File: src/rtl/mips_pkg.sv
// mips_pkg: shared opcode classes, FSM state encoding and default widths for the memory/write-back stage
package mips_pkg;
   localparam int DEF_DATA_W  = 8;
   localparam int DEF_OP_W    = 5;
   localparam int DEF_RA_W    = 3;
   localparam int DEF_TIMEOUT = 15;
   localparam logic [4:0] OP_NOP   = 5'b00000;
   localparam logic [4:0] OP_LOAD  = 5'b10100;
   localparam logic [4:0] OP_STORE = 5'b10101;
   typedef enum logic {ST_IDLE = 1'b0, ST_MEM_WAIT = 1'b1} state_t;
endpackage

File: src/rtl/mem_timeout_counter.sv
// mem_timeout_counter: counts MEM_WAIT cycles and flags the cycle in which the access has used its whole budget
module mem_timeout_counter #(
   parameter int TIMEOUT = 15
) (
   input  logic clk,
   input  logic reset,
   input  logic clr_i,
   input  logic en_i,
   output logic expired_o
);
   logic [7:0] cnt_q, cnt_d;
   // clear has priority so a completing access leaves the counter at zero
   always_comb cnt_d = clr_i ? '0 : en_i ? cnt_q + 8'd1 : cnt_q;
   // counter register
   always_ff @(posedge clk or posedge reset)
      if (reset) cnt_q <= '0;
      else cnt_q <= cnt_d;
   // cnt_q holds completed wait cycles, so the TIMEOUT-th wait cycle is the last one allowed
   assign expired_o = en_i && (cnt_q == 8'(TIMEOUT - 1));
endmodule

File: src/rtl/mem_writeback_stage.sv
// mem_writeback_stage: routes ALU results to write-back or through a req/ack data-memory access with timeout
module mem_writeback_stage import mips_pkg::*; #(
   parameter int DATA_W  = DEF_DATA_W,
   parameter int OP_W    = DEF_OP_W,
   parameter int RA_W    = DEF_RA_W,
   parameter int TIMEOUT = DEF_TIMEOUT
) (
   input  logic              clk,
   input  logic              reset,
   input  logic              valid_ex,
   input  logic [OP_W-1:0]   op_ex,
   input  logic [DATA_W-1:0] ans_ex,
   input  logic [DATA_W-1:0] DM_data,
   input  logic [3:0]        flag_ex,
   input  logic [RA_W-1:0]   rd_ex,
   output logic              stall_ex,
   output logic              mem_req,
   output logic              mem_we,
   output logic [DATA_W-1:0] mem_addr,
   output logic [DATA_W-1:0] mem_wdata,
   input  logic [DATA_W-1:0] mem_rdata,
   input  logic              mem_ack,
   output logic              wb_en,
   output logic [RA_W-1:0]   wb_addr,
   output logic [DATA_W-1:0] wb_data,
   output logic [3:0]        flag_wb,
   output logic              err_timeout
);
   state_t state_q, state_d;
   logic is_load, is_store, is_mem, is_alu, accept, done, expired;
   logic mem_req_q, mem_req_d, mem_we_q, mem_we_d, wb_en_q, wb_en_d, err_q, err_d;
   logic [DATA_W-1:0] mem_addr_q, mem_addr_d, mem_wdata_q, mem_wdata_d, wb_data_q, wb_data_d;
   logic [RA_W-1:0] rd_q, rd_d, wb_addr_q, wb_addr_d;
   logic [3:0] flag_q, flag_d;
   assign is_load  = op_ex == OP_W'(OP_LOAD);
   assign is_store = op_ex == OP_W'(OP_STORE);
   assign is_mem   = is_load || is_store;
   assign is_alu   = !is_mem && op_ex != OP_W'(OP_NOP);
   assign accept   = state_q == ST_IDLE && valid_ex;
   assign done     = state_q == ST_MEM_WAIT && (mem_ack || expired);
   mem_timeout_counter #(.TIMEOUT(TIMEOUT)) u_tmo (
      .clk       (clk),
      .reset     (reset),
      .clr_i     (state_d == ST_IDLE),
      .en_i      (state_q == ST_MEM_WAIT),
      .expired_o (expired)
   );
   // state register
   always_ff @(posedge clk or posedge reset)
      if (reset) state_q <= ST_IDLE;
      else state_q <= state_d;
   // enter MEM_WAIT on an accepted load/store, leave on ack or timeout
   always_comb state_d = (accept && is_mem) ? ST_MEM_WAIT : done ? ST_IDLE : state_q;
   // next values of the memory interface, write-back port and sticky error
   always_comb begin
      mem_req_d   = mem_req_q;
      mem_we_d    = mem_we_q;
      mem_addr_d  = mem_addr_q;
      mem_wdata_d = mem_wdata_q;
      rd_d        = rd_q;
      wb_en_d     = 1'b0;
      wb_addr_d   = wb_addr_q;
      wb_data_d   = wb_data_q;
      flag_d      = flag_q;
      err_d       = err_q;
      if (accept && is_mem) begin
         mem_req_d  = 1'b1;
         mem_we_d   = is_store;
         mem_addr_d = ans_ex;
         rd_d       = rd_ex;
         if (is_store) mem_wdata_d = DM_data;
      end else if (accept && is_alu) begin
         flag_d = flag_ex;
         if (rd_ex != '0) begin
            wb_en_d   = 1'b1;
            wb_addr_d = rd_ex;
            wb_data_d = ans_ex;
         end
      end else if (done) begin
         mem_req_d = 1'b0;
         if (mem_ack && !mem_we_q && rd_q != '0) begin
            wb_en_d   = 1'b1;
            wb_addr_d = rd_q;
            wb_data_d = mem_rdata;
         end else if (!mem_ack) err_d = 1'b1;
      end
   end
   // output and latched-destination registers
   always_ff @(posedge clk or posedge reset)
      if (reset) begin
         mem_req_q   <= 1'b0;
         mem_we_q    <= 1'b0;
         mem_addr_q  <= '0;
         mem_wdata_q <= '0;
         rd_q        <= '0;
         wb_en_q     <= 1'b0;
         wb_addr_q   <= '0;
         wb_data_q   <= '0;
         flag_q      <= '0;
         err_q       <= 1'b0;
      end else begin
         mem_req_q   <= mem_req_d;
         mem_we_q    <= mem_we_d;
         mem_addr_q  <= mem_addr_d;
         mem_wdata_q <= mem_wdata_d;
         rd_q        <= rd_d;
         wb_en_q     <= wb_en_d;
         wb_addr_q   <= wb_addr_d;
         wb_data_q   <= wb_data_d;
         flag_q      <= flag_d;
         err_q       <= err_d;
      end
   assign stall_ex    = state_q == ST_MEM_WAIT;
   assign mem_req     = mem_req_q;
   assign mem_we      = mem_we_q;
   assign mem_addr    = mem_addr_q;
   assign mem_wdata   = mem_wdata_q;
   assign wb_en       = wb_en_q;
   assign wb_addr     = wb_addr_q;
   assign wb_data     = wb_data_q;
   assign flag_wb     = flag_q;
   assign err_timeout = err_q;
endmodule
File: config.mk
export PLATFORM = sky130hd
export DESIGN_NAME = mem_writeback_stage
export DESIGN_NICKNAME = d
export VERILOG_FILES = /design/src/rtl/mips_pkg.sv /design/src/rtl/mem_timeout_counter.sv /design/src/rtl/mem_writeback_stage.sv
export SDC_FILE = /design/constraint.sdc
export NUM_CORES = 1
export LEC_CHECK = 0
export ABC_CLOCK_PERIOD_IN_PS = 2500
export CORE_MARGIN = 4
export CORE_UTILIZATION = 44
export DETAILED_ROUTE_END_ITERATION = 16
export MAX_ROUTING_LAYER = met4
export PLACE_DENSITY = 0.81
export RECOVER_POWER = 50
export SYNTH_ARGS = -nofsm -noshare
export SYNTH_HDL_FRONTEND = slang
export SYNTH_SLANG_ARGS = --single-unit
export TNS_END_PERCENT = 100
File: constraint.sdc
create_clock -name clk -period 2.5 [get_ports clk]
set_input_delay 0.625 -clock clk [delete_from_list [all_inputs] [get_ports clk]]
set_output_delay 0.625 -clock clk [all_outputs]
set_load 0.05 [all_outputs]
Yosys cells after proc, flatten, opt, wreduce, memory -nomap -nowiden. Cells that the tools add are included.

Bits in registers: 47. Bits in latches: 0. RAM bits: 0. ROM bits: 0. Input bits: 40. Logic and storage cells: 67. Memories: 0.

Add/sub/neg operators: 1. Multipliers: 0. Divide/modulo/power cells: 0. $lt $le $gt $ge: 0. Equality and inequality tests: 6. Shifts and indexed selects: 0. Muxes and demuxes: 20. Bitwise operators: 5. Reduce and logical (&&, ||, !) cells: 23.

Operators with widths (count): 2-to-1 mux 8 bit (6); 2-to-1 mux 3 bit (4); == test 5 bit (second input constant) (2); 2-to-1 mux 1 bit (10); adder 8 x 1 -> 8 bit (second input constant) (1); == test 8 x 4 -> 1 bit (second input constant) (1); logical AND 1 bit (8); AND reduction 2 bit (3); nonzero test 2 bit (3); nonzero test 3 bit (2); inverter 1 bit (5); AND reduction 5 bit (1); nonzero test 5 bit (1); != test 2 bit (second input constant) (2); AND reduction 4 bit (1); zero test 1 bit (2); logical OR 1 bit (2); != test 2 x 1 -> 1 bit (second input constant) (1).

Logic depth before layout (Yosys ltp). Gate-level depths: netlist (run 1).

Depth after elaboration: 7. Mapped depth: 7. Depth with buffers taken out: 6.

Cells and area by module. From an unflattened synthesis (run 1), not the netlist that was laid out.

Cell total of the unflattened synthesis: 161. Area, all modules: 2065.7 sq um.

By module, submodules not included: mem_writeback_stage (instances 1, cells an instance 119, area each 1651.6 sq um, seq. area each 975.9 sq um); mem_timeout_counter (instances 1, cells an instance 42, area each 414.1 sq um, seq. area each 200.2 sq um).

Least setup slack after synthesis (run 1). No wires, ideal clock.

Path kind: input to register. Start point: in op_ex[3]. End point: reg wb_addr_q[0], in the netlist wb_addr[0]. Data arrival time: 2.314 ns. Required time: 2.375 ns. Setup slack: 0.061 ns. Cell stages on the path: 7. Buffers on the path: 2. Cells stage by stage: and4bb_1 a211o_1 buf_6 or2_4 a221oi_4 buf_12 mux2_4.

Word-level cells in the longest chain between the ends: 7. Elaborated cells on any way between the ends: 14.

Ends and longest elaborated chain: from (decl) (line mem_writeback_stage.sv:11) `input logic [OP_W-1:0] op_ex,`; == test 5 bit, on equally long branches (line mem_writeback_stage.sv:35, mem_writeback_stage.sv:36); logical OR 1 bit (line mem_writeback_stage.sv:37) `assign is_mem = is_load || is_store;`; zero test 1 bit (line mem_writeback_stage.sv:38) `assign is_alu = !is_mem && op_ex != OP_W'(OP_NOP);`; logical AND 1 bit (line mem_writeback_stage.sv:38); logical AND 1 bit (line mem_writeback_stage.sv:72) `end else if (accept && is_alu) begin`; != test 2 x 1 -> 1 bit (no source line) or nonzero test 2 bit (tied branches); AND reduction 4 bit (no source line); to (signal assigned) (line mem_writeback_stage.sv:108) `wb_addr_q <= wb_addr_d;`; to (decl) (line mem_writeback_stage.sv:33) `logic [RA_W-1:0] rd_q, rd_d, wb_addr_q, wb_addr_d;`.

Parallel ways exist; a longest one is shown, timed or not. A chain may end at the register's enable or synchronous reset.

Worst setup path after layout (run 1).
Start point: in valid_ex. End point: reg wb_addr_q[2], in the netlist wb_addr[2].

Word-level cells in the longest chain between the ends: 4. Elaborated cells on any way between the ends: 9.

Ends and longest elaborated chain: from (decl) (line mem_writeback_stage.sv:10) `input logic valid_ex,`; logical AND 1 bit * (line mem_writeback_stage.sv:39) `assign accept = state_q == ST_IDLE && valid_ex;`; logical AND 1 bit, on equally long branches (line mem_writeback_stage.sv:72, mem_writeback_stage.sv:66); != test 2 x 1 -> 1 bit (no source line), or another cell as far along; AND reduction 4 bit (no source line).

Every way passes the cells marked *; elsewhere a longest branch is shown, timed or not.

==> results of run 1 <==
-- layer usage --
metal	track usage, %	share of wire [%]	routed length (um)
met1	22.7	44	2250
met2	29.4	49	2480
met3	4.41	5.4	271
met4	4.80	1.3	64
met5	-	0	0
-- what timing repair did --
item	in CTS	in global routing
endpoints found under the setup margin	11	11
resized for setup	2	6
cloned	1	0
setup buffers	2	0
pin swaps	4	4
-- critical path: cells and delay by family --
kind | cells | cell delay, ps
AOI/OAI and AO/OA | 2 | 590
buffers and inverters | 3 | 740
muxes | 1 | 290
and+or+nand+nor | 2 | 350
-- sequential cells by signal (all words and copies together), names as in the netlist --
name	flops
mem_req	1
wb_addr	3
flag_wb	4
u_tmo.cnt_q	8
stall_ex	1
mem_addr	8
wb_data	8
wb_en	1
rd_q	3
err_timeout	1
mem_we	1
mem_wdata	8
-- cell usage after synthesis, types with 2 or more instances --
cell type and number:
sky130_fd_sc_hd__o31ai_1 3, sky130_fd_sc_hd__mux2_2 25, sky130_fd_sc_hd__o21ai_0 12, sky130_fd_sc_hd__ha_1 2, sky130_fd_sc_hd__nor3_1 2, sky130_fd_sc_hd__inv_1 4, sky130_fd_sc_hd__nand2_1 42, sky130_fd_sc_hd__mux2_4 9
sky130_fd_sc_hd__nor2b_1 3, sky130_fd_sc_hd__nand3_1 4, sky130_fd_sc_hd__and3_1 2, sky130_fd_sc_hd__dfrtp_1 47, sky130_fd_sc_hd__nand2b_1 4, sky130_fd_sc_hd__clkbuf_1 5
-- power groups by stage --
stage	Sequential (mW)	Clock (mW)	Combinational (mW)
2_1_floorplan	1.52	0	0.245
3_3_place_gp	1.01	0	1.16
3_5_place_dp	1.02	0	1.18
4_1_cts	1.01	0.547	1.20
5_1_grt	1.03	0.585	1.23
6_report	1.01	0.539	1.18
-- final timing paths --
| path | from | end | slack (ps) | depth (start not counted) |
|---|---|---|---|---|
| setup / recovery | valid_ex | wb_addr[2]$_DFFE_PP0P_ | 80 | 8 |
| hold / removal | mem_req$_DFFE_PP0P_ | mem_req$_DFFE_PP0P_ | 480 | 2 |
| setup reg to reg | u_tmo.cnt_q[6]$_DFFE_PP0P_ | wb_addr[2]$_DFFE_PP0P_ | 210 | 7 |
| hold reg to reg | mem_req$_DFFE_PP0P_ | mem_req$_DFFE_PP0P_ | 480 | 2 |
| max in group asynchronous | reset | rd_q[2]$_DFFE_PP0P_ | 680 | 3 |
| min in group asynchronous | reset | wb_addr[2]$_DFFE_PP0P_ | 1120 | 3 |
-- metrics by stage --
step	utilization [%]	hold WS, ps
global route	66.5	505
floorplan	-	446
detailed placement	63.6	464
global placement	63.6	459
finish	66.5	477
CTS	66.7	483
-- kinds of logic after synthesis --
logic type                 Yosys count  share of synthesized area, %
buffers and inverters               11                          3.06
adders and majority gates            2                          1.18
muxes                               34                          19.6
DFF                                 47                          55.3
AOI/OAI and AO/OA                   22                          7.29
and+or+nand+nor                     63                          13.6
-- cells in the final DEF (no fill, tap or decap), types with 3 or more instances in the layout --
cell type / count
sky130_fd_sc_hd__nand3_1: 4
sky130_fd_sc_hd__nand2b_1: 4
sky130_fd_sc_hd__nor2b_1: 3
sky130_fd_sc_hd__dfrtp_1: 47
sky130_fd_sc_hd__clkdlybuf4s50_1: 69
sky130_fd_sc_hd__o21ai_0: 13
sky130_fd_sc_hd__mux2_4: 9
sky130_fd_sc_hd__dlymetal6s2s_1: 4
sky130_fd_sc_hd__inv_1: 3
sky130_fd_sc_hd__nand2_1: 42
sky130_fd_sc_hd__clkbuf_8: 5
sky130_fd_sc_hd__buf_4: 6
sky130_fd_sc_hd__mux2_2: 25
sky130_fd_sc_hd__o31ai_1: 3
-- layout make-up --
cell class / count / area [um^2]
sequential: 47 / 1180
tap: 54 / 67.6
timing repair buffer: 87 / 871
multi-input combinational: 121 / 887
clock buffer: 6 / 72.6
clock inverter: 1 / 30.0
inverter: 4 / 15.0
fill: 359 / 1570
==> metrics list, run 1 <==
- CTS Root Cell: sky130_fd_sc_hd__clkbuf_8
- Post-synthesis cell type with the largest combined area: sky130_fd_sc_hd__dfrtp_1
- Worst-case clock buffer depth: 2
- Sequential cells burn 36.9% of the power.
* Vias: roughly 1.6k
* Post-synth design cell area: 2130 um^2
- TritonCTS clock tree: done
- Global routing used between 10% and 20% of the available tracks.
* Final Instance Area: slightly above 3000 um^2
- Area fraction of the dominant cell type after synthesis: 55.3%
- Die outline area: between 6000 and 7000 um^2
* Placer congestion estimate: slightly above 0.8
- Part of the power in combinational logic: 43.3%
- 76 I/O pins were placed.
- Power Dens Cells: approximately 900 nW/um^2
- Number of standard cells after synthesis: approximately 180
* Overall die height: roughly 78 um
* Top_reg_cell synth: sky130_fd_sc_hd__dfrtp_1
- DR vias/cell: slightly above 5
* Final number of max-transition violations: 0
- Number of buffers inserted during clock tree synthesis: 5
* Worst voltage drop across the vdd grid: between 0.5 and 0.6 mV
- Of all flip-flops after synthesis, the portion carrying an async set or reset was between 90% and 100%.
- In this run the worst path has a maximum fanout of 6.
- Fraction of final layout cells with drive strength greater than 1: about 20%
- Internal power comes to 1.68 mW.
- For this design, the CTS-stage hold fixing added 0 buffers.
- In the final routed layout, each cell accounts on average for 15.8 um.
- Area growth, synth to finish: 46.6%
- Run status: complete, no violations
- Proportion of total power due to net switching: between 30% and 40%
* Share of power burned in the clock network: ~20%
- Summed over all nets, the half-perimeter wirelength after detailed placement is ~3700 um.
* Slowest cell on the critical path: sky130_fd_sc_hd__clkdlybuf4s50_1
* Top cells by area in the synthesized netlist: sky130_fd_sc_hd__dfrtp_1 55%, sky130_fd_sc_hd__mux2_2 13%, sky130_fd_sc_hd__nand2_1 7.4%, sky130_fd_sc_hd__mux2_4 6.3%, sky130_fd_sc_hd__o21ai_0 2.8%
- Remaining antenna violation count after routing: 0
* First-pass DRT Iterations: 5
- Number of synthesized register bits: 47
- STA puts the critical path data required time at around 2700 ps.
- The worst path needs between 2000 and 2500 ps of the cycle, external delays included.
* Leak Pwr: about 1.4 nW
* Element type at the critical path end: flip-flop
- Once the floorplan was initialized, standard cells occupied a little under half of the core.
- Slew at the pin with the worst max-slew slack: between 1000 and 1500 ps
- The hold violation total from the final report came to 0.
- Clock skew after layout: between 7 and 8 ps
- The path class of the tightest hold or removal check is flip-flop to flip-flop.
* Startpoint Class: input pin
- Dividing the synthesized area by the synthesized cell count gives 11.9 um^2.
- Setup violations remaining at the end of the flow were counted as 0.
* Post-place setup slack: -380 ps
- GRT Residual Overflow: 0
- After detailed routing, the number of remaining DRC violations is 0.
* Width of the die: ~78 um
- Entering global routing, the biggest net connects 48 pins.
- Sink count of the clock tree: 47
- The worst setup path is of the input pin to flip-flop kind.
- In this run the tightest slew margin relative to its limit is between 20% and 30%.
- The region available for standard cell placement spans roughly 4700 um^2.
- Port buffering added 75 buffers.
- Setup repair after global routing left no endpoint under its margin.
- Final Routed Wirelength: a little over 5000 um
* Number of synthesized flops with an enable pin: 0
- The largest single stage delay on the critical path is between 400 and 500 ps.
- Total power: 2.73 mW
- Total Negative Setup Slacks: 0 ps
- Number of nets in the synthesized netlist: about 220
* Max Clock Freq: 414 MHz
* Initial antenna violation count: 0
- Post-route worst setup slack: between 80 and 90 ps
- Placement Cell Area: 2980 um^2
* Worst endpoint data arrival time: 2610 ps
* H-tree levels: 2
* First-iteration detailed-routing DRC count: 69
- Traced cell by cell, the critical path runs through clkdlybuf4s50_1, nand2b_1, a211o_1, or2_4, a221oi_4, buf_6, buf_16, mux2_4.
- Counting tap cells, the placed design contains a total of 311 instances.
* Layout Nets: just over 300
- Later-pin clock latency in the skew report: about 300 ps
* YS warnings: 0
- Sequential cells were found to cover 55.3% of the synthesized design area.
* Ratio of final minimum period to clock period: a little over nine tenths
* Total number of placement rows: 25
* Global-route wire length before repair: 8290 um
- Leaving out filler cells and counting taps, the final layout contains 320.
* Net switching power figure: between 1 and 1.5 mW
* Number of global-route vias before repair: between 1.5k and 2k
- Yosys mapped the design onto 29 distinct sky130hd cell types.
- The repair_antennas step left the layout with diodes totalling 0.
- Max-cap violations in this run came to 0.
* Clock slew seen by the registers of the worst setup and hold paths: ~90 ps
Note: power is estimated with default switching activity, not from simulation.
==> run 2: changes to the inputs <==
--- a/config.mk
+++ b/config.mk
@@ -8,6 +8,7 @@
 export ABC_CLOCK_PERIOD_IN_PS = 2500
 export CORE_MARGIN = 4
 export CORE_UTILIZATION = 44
+export CTS_CLUSTER_DIAMETER = 80
 export DETAILED_ROUTE_END_ITERATION = 16
 export MAX_ROUTING_LAYER = met4
 export PLACE_DENSITY = 0.81
==> results of run 2 <==
Final layout, timing and power as in run 1 (identical DEF).
==> run 3: changes to the inputs <==
--- a/config.mk
+++ b/config.mk
@@ -10,6 +10,7 @@
 export CORE_UTILIZATION = 44
 export CTS_CLUSTER_DIAMETER = 80
 export DETAILED_ROUTE_END_ITERATION = 16
+export GPL_TIMING_DRIVEN = 0
 export MAX_ROUTING_LAYER = met4
 export PLACE_DENSITY = 0.81
 export RECOVER_POWER = 50
==> metrics list, run 3 (same netlist as run 1, synthesis figures left out) <==
- First-pass DRT Iterations: 4 (-1)
- The final worst-path setup slack is 104 ps (+19.5 ps).
- Element type at the critical path end: flip-flop
- The data required time at the worst endpoint came to 2700 ps (about the same).
* Slew at the pin with the worst max-slew slack: 742 ps (-382 ps)
- Post-route worst hold slack: 479 ps (+2.16 ps)
- The worst clock skew is 10.7 ps (+3.08 ps).
- The placed wire-length estimate came to 3720 um (+1.6%).
* Worst voltage drop across the vdd grid: 0.700 mV (+27%)
- The setup slack of the most critical reg-to-reg path is 190 ps (-20 ps).
* GRT Residual Overflow: 0 (unchanged)
* ANT cells: 0 (unchanged)
- The full die area is 6010 um^2 (unchanged).
- Leaving out fill and tap cells, the most frequent cells in the layout are 65 x sky130_fd_sc_hd__clkdlybuf4s50_1, 47 x sky130_fd_sc_hd__dfrtp_1, 42 x sky130_fd_sc_hd__nand2_1.
- The final setup violation count came to 0 (unchanged).
- The number of antenna violations at the first check in global routing is 0 (unchanged).
- The critical path is of the input pin to flip-flop type.
- Detailed-routing wirelength on met1: 2090 um (-6.9%)
- Leak Pwr: 1.44 nW (-0.28%)
- The remaining antenna violation count after routing is 0 (unchanged).
* Later-pin clock latency in the skew report: 300 ps (about the same)
- The upper clock frequency limit was 417 MHz (+0.81%).
* Area growth, synth to finish: 47.4%
* Unrepaired setup endpoints after global routing: false
* Number of global-route vias before repair: 1742 (+1.5%)
- The hold violation total from the final report is 0 (unchanged).
- Final number of max-transition violations: 0 (unchanged)
- The number of vias per cell was 5.15 (+0.15%).
* Vias: 1664 (+1.1%)
- Maximum number of pins on one net before global-route repair: 32 (-33%)
- Final core utilization: 66.9% (+0.40 points)
- Net switching power figure: 1.05 mW (+0.23%)
- The most numerous cell type found on the critical path is sky130_fd_sc_hd__buf_6.
- Critical-path maximum fanout: 4 (-2)
* Largest stage delay, worst path: 330 ps (-150 ps)
* Placement Cell Area: 2970 um^2 (-0.59%)
* Maximum capacitance violations: 0 (unchanged)
- Share of power burned in the clock network: 19.9% (about the same)
- The placer's final routability congestion estimate came to 0.833 (+2.8%).
* Slew HR: 50.5% (+25 points)
- The switching portion of total power came to 38.4% (-0.058 points).
- The final period utilization is 95.8% (-0.78 points).
- The worst setup path is launched from an input pin.
- The wire length of the first global-routing pass came to 8580 um (+3.5%).
- In this run the top signal layer used is met4.
- The placeable core area is 4690 um^2 (unchanged).
- TritonCTS clock tree: done
* Slowest cell on the critical path: sky130_fd_sc_hd__a221oi_4
* Cell-by-cell trace of the critical path: dlygate4sd2_1, and4bb_1, a211o_1, buf_6, or2_4, a221oi_4, buf_6, buf_4, mux2_2
- Portion of total power attributed to sequential cells: 36.5% (-0.4 points)
- Wire length on met2: 2570 um (+3.4%)
- Leading cell type in the layout, fill and taps excluded: sky130_fd_sc_hd__clkdlybuf4s50_1
* Wire length per cell: 15.4 um (-2.5%)
- Met3 wire length: 277 um (+2.2%)
- The fraction of layout instances using a drive strength above 1 came to 19.7% (-0.22 points).
- Overall die height: 77.6 um (unchanged)
- Final Routed Wirelength: 4990 um (-1.5%)
* Number of buffers inserted during clock tree synthesis: 5 (unchanged)
- The number of buffers added on ports is 75 (unchanged).
- Min-delay worst type: flip-flop to flip-flop
- The maximum buffer depth of the clock tree came to 2 (unchanged).
* Total number of placement rows: 25 (unchanged)
- Final Instance Area: 3140 um^2 (+0.60%)
- First-iteration detailed-routing DRC count: 97 (+41%)
* Internal cell power: 1.69 mW (+0.48%)
- The initial core utilization was 45.4% (unchanged).
- The total routing resource utilization after global routing came to 18.7% (+0.68 points).
- CTS Root Cell: sky130_fd_sc_hd__clkbuf_8
- The run finished with clean final reports.
- Count of unresolved DRC violations after routing: 0 (unchanged)
- Worst endpoint data arrival time: 2590 ps (-20 ps)
* Total Negative Setup Slacks: 0 ps (unchanged)
- The final-stage net count came to 311 (+0.97%).
* H-tree levels: 2 (unchanged)
* Clock slew seen by the registers of the worst setup and hold paths: 90 ps (about the same)
- Minimum clock period after layout: 2400 ps (-19.5 ps)
* Post-place setup slack: -541 ps (-162 ps)
- Sink count of the clock tree: 47 (unchanged)
* Count of pins on the block boundary: 76 (unchanged)
* Power Dens Cells: 872 nW/um^2 (-0.21%)
* Part of the power in combinational logic: 43.6% (+0.3 points)
- The horizontal die dimension was 77.6 um (unchanged).
run 3: cell types whose count changed in the layout (fill, tap and decap cells not counted), moves of 2 or more:
cell                              delta
sky130_fd_sc_hd__dlymetal6s2s_1      -3
sky130_fd_sc_hd__clkbuf_1            +3
sky130_fd_sc_hd__dlygate4sd3_1       +3
sky130_fd_sc_hd__clkdlybuf4s50_1     -4
sky130_fd_sc_hd__dlygate4sd2_1       +4
sky130_fd_sc_hd__buf_4               -2
run 3: per-layer routing:
layer | vias up | GRT usage, %
met4 | 0 | 4.80
li1 | 799 | -
met3 | 4 | 4.87
met2 | 52 | 30.7
met5 | - | -
met1 | 809 | 23.2
run 3: path summary, 6_finish.rpt:
| check | from | endpoint | depth (start not counted) |
|---|---|---|---|
| worst max-delay path | op_ex[4] | wb_data[6]$_DFFE_PP0P_ | 9 |
| worst min-delay path | mem_addr[0]$_DFFE_PP0P_ | mem_addr[0]$_DFFE_PP0P_ | 2 |
| worst max register to register | u_tmo.cnt_q[6]$_DFFE_PP0P_ | wb_data[6]$_DFFE_PP0P_ | 7 |
| worst min register to register | mem_addr[0]$_DFFE_PP0P_ | mem_addr[0]$_DFFE_PP0P_ | 2 |
| max in group asynchronous | reset | u_tmo.cnt_q[2]$_DFFE_PP0P_ | 3 |
| min in group asynchronous | reset | wb_data[6]$_DFFE_PP0P_ | 2 |
run 3: critical path, delay by kind of cell:
| family | cells | cell delay, ps |
|---|---|---|
| buffers and inverters | 4 | 630 |
| multiplexers | 1 | 310 |
| AO/OA/AOI/OAI | 2 | 570 |
| AND/OR/NAND/NOR | 2 | 460 |
run 3: metrics by stage:
step	cells	power (mW)
floorplan	179	1.77
global placement	308	2.17
detailed placement	309	2.20
CTS	323	2.77
global route	323	2.86
finish	323	2.74
run 3: timing repair:
item,CTS,global route
setup buffers,7,0
hold buffers,0,0
setup endpoints to repair,11,11
pin swaps,3,2
gates resized for setup,9,1
cloned,1,0
run 3: area by class of cell:
class	count	area (um^2)
fillers	376	1550
clock inverters	2	37.5
well taps	54	67.6
multi-input cells	121	891
plain buffers	6	46.3
inverters	4	15.0
flip-flops and latches	47	1180
clock buffers	5	68.8
repair buffers	84	836
run 3: power groups by stage:
| stage | clock network, mW | registers [mW] | logic (mW) |
|---|---|---|---|
| after floorplan | 0 | 1.52 | 0.245 |
| after global placement | 0 | 1.00 | 1.16 |
| after detailed placement | 0 | 1.02 | 1.18 |
| after CTS | 0.556 | 1.00 | 1.21 |
| after global routing | 0.591 | 1.03 | 1.25 |
| final | 0.544 | 1.00 | 1.19 |
